File: config.mk
export PLATFORM = sky130hd
export DESIGN_NAME = swap_sched
export DESIGN_NICKNAME = d
export VERILOG_FILES = /design/src/rtl/swap_sched.sv
export SDC_FILE = /design/constraint.sdc
export NUM_CORES = 1
export LEC_CHECK = 0
export CAP_MARGIN = 10
export CELL_PAD_IN_SITES_DETAIL_PLACEMENT = 1
export CELL_PAD_IN_SITES_GLOBAL_PLACEMENT = 2
export CORE_MARGIN = 3
export CORE_UTILIZATION = 24
export CTS_CLUSTER_SIZE = 30
export DETAILED_ROUTE_END_ITERATION = 8
export PLACE_DENSITY_LB_ADDON = 0.3
export REMOVE_ABC_BUFFERS = 1
export SYNTH_ARGS = -nofsm -noshare
export SYNTH_HDL_FRONTEND = slang
export SYNTH_SLANG_ARGS = --single-unit
File: constraint.sdc
create_clock -name clk -period 1.75 [get_ports clk]
set_input_delay 0.2625 -clock clk [delete_from_list [all_inputs] [get_ports clk]]
set_output_delay 0.2625 -clock clk [all_outputs]
set_load 0.05 [all_outputs]
File: src/rtl/swap_sched.sv
// swap_sched: arbitrates NREQ requesters onto one internal a/b exchange unit, one job at a time.
// Optional macro SWAP_SCHED_FIXED_PRIO_EN selects fixed lowest-index priority instead of round-robin.
module swap_sched #(
    parameter int NREQ = 2,
    parameter int DW   = 8,
    parameter int CW   = 4
) (
    input  logic               clk,
    input  logic               rst,
    input  logic [NREQ-1:0]    req_i,
    input  logic [NREQ*DW-1:0] a_i,
    input  logic [NREQ*DW-1:0] b_i,
    input  logic [NREQ*CW-1:0] cnt_i,
    output logic [NREQ-1:0]    gnt_o,
    output logic [2:0]         id_o,
    output logic               busy_o,
    output logic               done_o,
    output logic [DW-1:0]      a_o,
    output logic [DW-1:0]      b_o
);
    localparam int IW = (NREQ > 1) ? $clog2(NREQ) : 1;

    typedef enum logic [1:0] {IDLE, LOAD, SWAP, DONE} state_t;
    state_t state, state_nxt;

    logic [DW-1:0] a_arr   [NREQ];
    logic [DW-1:0] b_arr   [NREQ];
    logic [CW-1:0] cnt_arr [NREQ];
    logic [DW-1:0] a_q, b_q;
    logic [CW-1:0] rem_q;
    logic          found;
    logic [IW-1:0] win;

    always_comb begin
        for (int r = 0; r < NREQ; r++) begin
            a_arr[r]   = a_i[r*DW +: DW];
            b_arr[r]   = b_i[r*DW +: DW];
            cnt_arr[r] = cnt_i[r*CW +: CW];
        end
    end

`ifdef SWAP_SCHED_FIXED_PRIO_EN
    always_comb begin
        found = 1'b0;
        win   = '0;
        for (int i = 0; i < NREQ; i++) begin
            if (!found && req_i[IW'(i)]) begin
                found = 1'b1;
                win   = IW'(i);
            end
        end
    end
`else
    logic [IW-1:0] rr_last;
    int            idx;

    // Search begins just after the last winner so a held request cannot starve others.
    always_comb begin
        found = 1'b0;
        win   = '0;
        idx   = 0;
        for (int i = 0; i < NREQ; i++) begin
            idx = (int'(rr_last) + 1 + i) % NREQ;
            if (!found && req_i[IW'(idx)]) begin
                found = 1'b1;
                win   = IW'(idx);
            end
        end
    end

    always_ff @(posedge clk) begin
        if (rst)
            rr_last <= IW'(NREQ - 1);
        else if (state == IDLE && found)
            rr_last <= win;
    end
`endif

    always_ff @(posedge clk) begin
        if (rst)
            state <= IDLE;
        else
            state <= state_nxt;
    end

    always_comb begin
        state_nxt = state;
        case (state)
            IDLE:    if (found) state_nxt = LOAD;
            LOAD:    state_nxt = (rem_q == '0) ? DONE : SWAP;
            SWAP:    if (rem_q == CW'(1)) state_nxt = DONE;
            DONE:    state_nxt = IDLE;
            default: state_nxt = IDLE;
        endcase
    end

    // Results are copied out on the edge entering DONE so a_o/b_o stay stable while swapping.
    always_ff @(posedge clk) begin
        if (rst) begin
            gnt_o <= '0;
            id_o  <= '0;
            a_q   <= '0;
            b_q   <= '0;
            rem_q <= '0;
            a_o   <= '0;
            b_o   <= '0;
        end else begin
            gnt_o <= '0;
            case (state)
                IDLE: begin
                    if (found) begin
                        a_q        <= a_arr[win];
                        b_q        <= b_arr[win];
                        rem_q      <= cnt_arr[win];
                        gnt_o[win] <= 1'b1;
                        id_o       <= 3'(win);
                    end
                end
                LOAD: begin
                    if (rem_q == '0) begin
                        a_o <= a_q;
                        b_o <= b_q;
                    end
                end
                SWAP: begin
                    a_q   <= b_q;
                    b_q   <= a_q;
                    rem_q <= rem_q - CW'(1);
                    if (rem_q == CW'(1)) begin
                        a_o <= b_q;
                        b_o <= a_q;
                    end
                end
                default: ;
            endcase
        end
    end

    assign busy_o = (state != IDLE);
    assign done_o = (state == DONE);

endmodule

==> key figures, run 1 <==
Run status
  – Outcome: finished, final reports clean

Hold path
  – Worst hold stages: 1
  – WHS Endpoint: rem_q[1]$_SDFFE_PP0P_
  – Hold path start: rem_q[1]$_SDFFE_PP0P_
  – Worst min path class: reg2reg

Synthesis
  – Top cell type's share of synthesized area: roughly 40%
  – Leading area contributor after synthesis: dfxtp_1
  – Post-synth EDFFs: 0
  – Main synth FF type: dfxtp_1
  – Synth Cell Area: roughly 0.0021 mm^2
  – Distinct cell type count after synthesis: 30
  – Mapped Avg Cell Area: between 8 and 9 um^2
  – Post-synth ARST share: 0%
  – #FFs+latches synth: 42
  – Leading cell types by count after synthesis: dfxtp_1 (42), nand2_1 (40), mux2i_1 (22), nor2_1 (22), o21ai_0 (21)
  – Sequential area share after synthesis: roughly 40%
  – Post-Syn Instances: between 200 and 250
  – Synth warn: 0
  – Count leader, synth: dfxtp_1
  – Top post-synthesis cells by area: dfxtp_1 (40%), mux2i_1 (11%), a311oi_1 (7.5%)

Worst setup path
  – Worst EP arrival: between 1.5 and 2 ns
  – CP Capture Type: register
  – Crit start category: register
  – CP cell instances: buf_6, ha_4, mux2i_4, a2111oi_4, buf_6, buf_8, nor2_4, a311oi_2
  – Reg2reg end: a_o[0]$_SDFFE_PP0P_
  – Slowest cell delay on critical path: approximately 0.36 ns
  – Setup CP Type: reg2reg
  – CP required: ~2.0 ns
  – R2R cell count: 8
  – R2R Path Start: state[1]$_SDFFE_PP0P_
  – Critical Path Most Common Cell: buf_6
  – Critical path's top delay family: compound AO/OA/AOI/OAI gates
  – R2R Setup Slk: approximately 0.051 ns
  – Slowest CP cell: dfxtp_4
  – Worst-path maximum fanout: 8
  – Worst path bufs/invs: 3

GRT
  – Maximum number of pins on one net before global-route repair: 26
  – Grt ovf: 0
  – Total Routing Usage GR: ~13%
  – Initial antenna violation count: 0
  – Global-route wire length before repair: 10.2 mm
  – Vias in the first global route: 2,064

Run
  – Maxcap violations: 0

Clocking
  – Num CTS Buffers: 5
  – Post-CTS Hold Fix Bufs: 0
  – Clk buf depth: 2
  – Clock tree from TritonCTS: done
  – Htree depth: 2
  – Clock Pin Slew Worst Setup and Hold Paths: 0.09 ns
  – CTS sink count: 42
  – Latest clock arrival within the worst-skew pair: roughly 0.29 ns
  – Root Buffer: clkbuf_8

Timing
  – Hold slack final: between 0.4 and 0.5 ns
  – F_max: roughly 600 MHz
  – Min Tclk post-route: between 1.5 and 2 ns
  – RSZ-0062 raised after global routing: true
  – Setup violators final: 0
  – Final hold viol count: 0
  – Post-route clock period utilization: 97.1%
  – Clk_skew: between 0.004 and 0.005 ns
  – Measured slew at the worst slew-check pin: around 0.51 ns
  – Final Max Tran Viols: 0
  – Slew headroom: approximately two thirds

Final layout
  – Nets: ~380
  – Synthesis-to-finish area growth: 56.7%
  – Inserted Diodes: 0
  – Share of cells above drive strength 1: roughly 28%

Placement
  – Post-DP HPWL: 4.54 mm
  – IO buf count: 63
  – Placer congestion estimate: approximately 0.73

Power
  – Pleak: around 1.3 nW
  – Sequential share of power: roughly 29%
  – Clock power share: between 10% and 20%
  – Peak supply drop: roughly 0.62 mV
  – Net Switching: approximately 2.6 mW
  – Int Pwr: 3.15 mW
  – PwrDens: ~1800 mW/mm^2
  – Total power: between 5 and 6 mW
  – Gate power share: between 50% and 60%
  – Switching Share: 45.3%

Floorplan
  – # rows: 33
  – DIE HEIGHT: 99.4 um
  – Die X-Extent: between 90 and 100 um
  – Die ar.: 0.00989 mm^2
  – Io pins: 67
  – Initial Util: between 20% and 30%
  – Core area: between 0.008 and 0.009 mm^2

Route
  – DRT antenna net count: 0
  – Wire per inst: 14.6 um
  – Residual DRC count: 0
  – Drt initial violations: 29
  – DR vias/cell: roughly 4.7
  – TritonRoute pass-1 iters: 4
  – Vias: about 2,000
  – Total Wirelength: ~6.3 mm
## cell usage in the layout, fill, tap and decap left out, drive strengths merged
cell           Yosys  routed
buf               12      53
clkdlybuf4s50      0      44
dfxtp             42      42
nand2             40      40
mux2i             22      22
nor2              22      22
o21ai             21      21
a311oi            18      18
a22o              16      16
inv                8       8
ha                 8       8
clkbuf             8       6
dlymetal6s2s       0       4
nor3               2       2
a21oi              2       2
a32o               2       2
nor3b              2       2
conb               1       2
clkinv             0       2
a2111oi            1       1
mux2               1       1
and2               1       1
nor2b              1       1
or2                1       1
a31oi              1       1
o22ai              1       1
nand2b             1       1
o21a               1       1
a221oi             1       1
xor2               1       1
## area by class of cell
cell class              instances  area (um^2)
fillers                       974         5060
clock buffers                   6         72.6
well taps                     105          131
multi-input cells             168         1240
clock inverters                 2         13.8
inverters                       8         30.0
flip-flops and latches         42          853
repair buffers                101          938
## through the flow
| step | cell area, um^2 | setup slack (ns) | cells | utilization [%] | TNS [ns] |
|---|---|---|---|---|---|
| after floorplan | 1990 | -1.07 | 218 | - | -27.06 |
| after global placement | 2940 | -0.107 | 414 | 35.3 | -1.79 |
| after detailed placement | 2940 | -0.131 | 414 | 35.3 | -1.88 |
| after CTS | 3160 | 0.000536 | 429 | 37.9 | 0 |
| after global routing | 3280 | -0.0509 | 432 | 39.4 | -0.290 |
| final | 3280 | 0.0515 | 432 | 39.4 | 0 |
## metal layers
layer	track usage, %	share of wire [%]	vias up
met5	0	0	-
met1	15.2	42	966
met3	2.45	4.0	7
li1	-	-	1019
met4	3.47	1.2	0
met2	23.7	53	38
## cells by family (layout without fill, tap and decap cells)
group                      Yosys count  after routing  share of synthesized area (%)
AOI/OAI and AO/OA                   64             64                           23.3
xor gates and xnor gates             1              1                          0.418
adders and majority gates            8              8                           4.78
buffers and inverters               28            117                           6.63
DFF                                 42             42                           40.1
muxes                               23             23                           11.0
other                                1              2                          0.179
and+or+nand+nor                     70             70                           13.5
## worst max-delay path by stage
| stage | from | end | slack (ns) | cells after the start |
|---|---|---|---|---|
| after detailed placement | state[0]$_SDFFE_PP0P_ | a_o[1]$_SDFFE_PP0P_ | -0.13 | 7 |
| after floorplan | state[0]$_SDFFE_PP0P_ | a_o[0]$_SDFFE_PP0P_ | -1.07 | 6 |
| final | state[1]$_SDFFE_PP0P_ | a_o[0]$_SDFFE_PP0P_ | 0.05 | 8 |
| after CTS | state[1]$_SDFFE_PP0P_ | a_o[5]$_SDFFE_PP0P_ | 0.0005 | 8 |
| after global routing | state[1]$_SDFFE_PP0P_ | a_o[0]$_SDFFE_PP0P_ | -0.05 | 8 |
| after global placement | state[1]$_SDFFE_PP0P_ | b_o[7]$_SDFFE_PP0P_ | -0.11 | 7 |
## worst register-to-register path, stage by stage (launching register included)
cell,delay [ns]
dfxtp_4,0.36
buf_6,0.11
ha_4,0.17
mux2i_4,0.19
a2111oi_4,0.20
buf_6,0.18
buf_8,0.14
nor2_4,0.04
a311oi_2,0.23
## power by group through the flow
| stage | registers (mW) | clock network (mW) | logic, mW |
|---|---|---|---|
| finish | 1.68 | 0.642 | 3.43 |
| global placement | 1.65 | 0 | 2.94 |
| global route | 1.75 | 0.705 | 3.70 |
| floorplan | 2.31 | 0 | 1.18 |
| CTS | 1.66 | 0.662 | 3.27 |
| detailed placement | 1.67 | 0 | 2.97 |
## registers in the layout, indices dropped and copies added (netlist names)
| name | count |
|---|---|
| a_o | 8 |
| a_q | 8 |
| b_o | 8 |
| b_q | 8 |
| rem_q | 4 |
| gnt_o | 2 |
| state | 2 |
| id_o | 1 |
| rr_last | 1 |
## timing repair
action / in CTS / in global routing
cloned: 2 / 0
endpoints found under the hold margin: 0 / 0
gates resized for setup: 20 / 33
setup endpoints to repair: 36 / 38
pin swaps: 4 / 19
setup buffers: 5 / 4
Note: power is estimated with default switching activity, not from simulation.
==> run 2, diff against run 1 <==
--- a/config.mk
+++ b/config.mk
@@ -14,6 +14,7 @@
 export DETAILED_ROUTE_END_ITERATION = 8
 export PLACE_DENSITY_LB_ADDON = 0.3
 export REMOVE_ABC_BUFFERS = 1
+export SKIP_LAST_GASP = 1
 export SYNTH_ARGS = -nofsm -noshare
 export SYNTH_HDL_FRONTEND = slang
 export SYNTH_SLANG_ARGS = --single-unit
==> run 2 against run 1 <==
Cell area down 0.23%. Routed wire length barely moved. Flip-flop and latch count unchanged. Critical path depth shrank 7. Combinational power is essentially flat. Via count barely moved. Hold slack unchanged. Sequential power about the same. Non-clock buffer count unchanged. Critical path type is now reg2out. Largest cell class unchanged. Largest power group unchanged.
==> key figures, run 2 (synthesized netlist as in run 1, its figures left out) <==
GRT
  – Maximum number of pins on one net before global-route repair: 26 (unchanged)
  – Vias in the first global route: 2,064 (unchanged)
  – Total Routing Usage GR: 12.9% (unchanged)
  – Grt ovf: 0 (unchanged)
  – Initial antenna violation count: 0 (unchanged)
  – Global-route wire length before repair: 10.2 mm (unchanged)

Route
  – Total Wirelength: 6.32 mm (was 6.33 mm)
  – DR vias/cell: 4.70 (about the same)
  – TritonRoute pass-1 iters: 4 (unchanged)
  – Drt initial violations: 29 (unchanged)
  – Vias: 2,031 (was 2,030)
  – Residual DRC count: 0 (unchanged)
  – DRT antenna net count: 0 (unchanged)
  – Wire per inst: 14.6 um (about the same)

Worst setup path
  – Crit start category: register (unchanged)
  – Setup CP Type: reg2out (was reg2reg)
  – Slowest CP cell: clkdlybuf4s50_1 (was dfxtp_4)
  – Critical path's top delay family: buffers and inverters (was compound AO/OA/AOI/OAI gates)
  – CP cell instances: clkdlybuf4s50_1 (was buf_6, ha_4, mux2i_4, a2111oi_4, buf_6, buf_8, nor2_4, a311oi_2)
  – CP Capture Type: primary output (was register)
  – Worst-path maximum fanout: 2 (was 8)
  – Worst EP arrival: 1.45 ns (was 1.91 ns)
  – Slowest cell delay on critical path: 0.81 ns (was 0.36 ns)
  – Worst path bufs/invs: 1 (was 3)
  – CP required: 1.49 ns (was 1.96 ns)

Clocking
  – Latest clock arrival within the worst-skew pair: 0.29 ns (about the same)
  – Num CTS Buffers: 5 (unchanged)
  – Clock Pin Slew Worst Setup and Hold Paths: 0.09 ns (about the same)
  – Clk buf depth: 2 (unchanged)
  – Htree depth: 2 (unchanged)
  – Root Buffer: clkbuf_8 (unchanged)
  – CTS sink count: 42 (unchanged)
  – Clock tree from TritonCTS: done (unchanged)

Hold path
  – Worst min path class: reg2reg (unchanged)

Power
  – PwrDens: 1760 mW/mm^2 (was 1750 mW/mm^2)
  – Pleak: 1.28 nW (was 1.33 nW)
  – Peak supply drop: 0.616 mV (about the same)

Timing
  – Slew headroom: 66.6% (was 66.2%)
  – Worst Setup Slack, final: 0.0356 ns (was 0.0515 ns)
  – Setup violators final: 0 (unchanged)
  – Hold slack final: 0.496 ns (unchanged)
  – Clk_skew: 0.00455 ns (unchanged)
  – Final Max Tran Viols: 0 (unchanged)
  – Post-route clock period utilization: 98.0% (was 97.1%)
  – Min Tclk post-route: 1.71 ns (was 1.70 ns)
  – Setup TNS Final: 0 ns (unchanged)
  – Measured slew at the worst slew-check pin: 0.499 ns (was 0.507 ns)
  – F_max: 583 MHz (was 589 MHz)
  – RSZ-0062 raised after global routing: true (unchanged)
  – Final hold viol count: 0 (unchanged)

Placement
  – Cells after DPL: 414 (unchanged)
  – IO buf count: 63 (unchanged)
  – Post-DP HPWL: 4.54 mm (unchanged)
  – Pre-CTS WS: -0.131 ns (unchanged)
  – Placer congestion estimate: 0.726 (unchanged)

Run status
  – Outcome: finished, final reports clean (unchanged)

Final layout
  – Nets: 378 (unchanged)
  – Synthesis-to-finish area growth: 56.3% (was 56.7%)
  – Share of cells above drive strength 1: 27.5% (unchanged)
  – Most frequent cells in the layout: clkdlybuf4s50_1 (47), buf_4 (44), nand2_1 (40) (was buf_4 (44), clkdlybuf4s50_1 (44), nand2_1 (40))
  – Inserted Diodes: 0 (unchanged)
  – Post-route insts no fill: 432 (unchanged)
  – Most common cell after layout, fill and taps aside: clkdlybuf4s50_1
  – Final core occ: 39.3% (was 39.4%)

Floorplan
  – Io pins: 67 (unchanged)
  – DIE HEIGHT: 99.4 um (unchanged)
  – Die ar.: 0.00989 mm^2 (unchanged)
  – # rows: 33 (unchanged)
  – Initial Util: 25.1% (unchanged)
  – Core area: 0.00834 mm^2 (unchanged)
  – Die X-Extent: 99.4 um (unchanged)

Run
  – Maxcap violations: 0 (unchanged)
[run 2: cell count changes in the layout (fill, tap and decap cells not counted)]
cell	before	now
dlymetal6s2s_1	4	1
clkdlybuf4s50_1	44	47
[run 2: cell type report]
type	count	area, um^2
clock buffer	6	72.6
clock inverter	2	13.8
fill	975	5060
inverter	8	30.0
multi-input combinational	168	1240
sequential	42	853
tap	105	131
timing repair buffer	101	931
[run 2: worst paths after layout]
kind                            to  cells after the start  slack (ns)                  start
min          rem_q[1]$_SDFFE_PP0P_                      1        0.50  rem_q[1]$_SDFFE_PP0P_
min reg2reg  rem_q[1]$_SDFFE_PP0P_                      1        0.50  rem_q[1]$_SDFFE_PP0P_
max                         b_o[2]                      1        0.04    b_o[2]$_SDFFE_PP0P_
max reg2reg    a_o[0]$_SDFFE_PP0P_                      8        0.05  state[1]$_SDFFE_PP0P_
[run 2: repair_timing]
| action | CTS | global route |
|---|---|---|
| buffers inserted | 5 | 4 |
| cloned | 2 | 0 |
| endpoints found under the hold margin | 0 | 0 |
| setup endpoints to repair | 36 | 38 |
| gates resized for setup | 20 | 30 |
| pin swaps | 4 | 19 |
| hold buffers | 0 | 0 |
[run 2: power by group]
part / internal (mW) / switching, mW / leakage, nW
clock: 0.282 / 0.360 / 0.0452
sequential: 1.37 / 0.316 / 0.347
combinational: 1.50 / 1.93 / 0.885
[run 2: per-layer routing]
layer  part of all wire (%)  global-route usage (%)
met5                      0                       0
met4                    1.2                    3.47
met3                    4.0                    2.45
met2                     53                    23.7
met1                     42                    15.2
[run 2: through the flow]
stage	instance area (um^2)	power, mW
floorplan	1990	3.49
global placement	2940	4.59
detailed placement	2940	4.63
CTS	3160	5.59
global route	3280	6.16
finish	3280	5.76
[run 2: worst reg2reg max path, cell delays in order, from the launching register on]
cell and delay, ns:
dfxtp_4 0.36, buf_6 0.11, ha_4 0.17, mux2i_4 0.19
a2111oi_4 0.20, buf_6 0.18, buf_8 0.14, nor2_4 0.04
a311oi_2 0.23
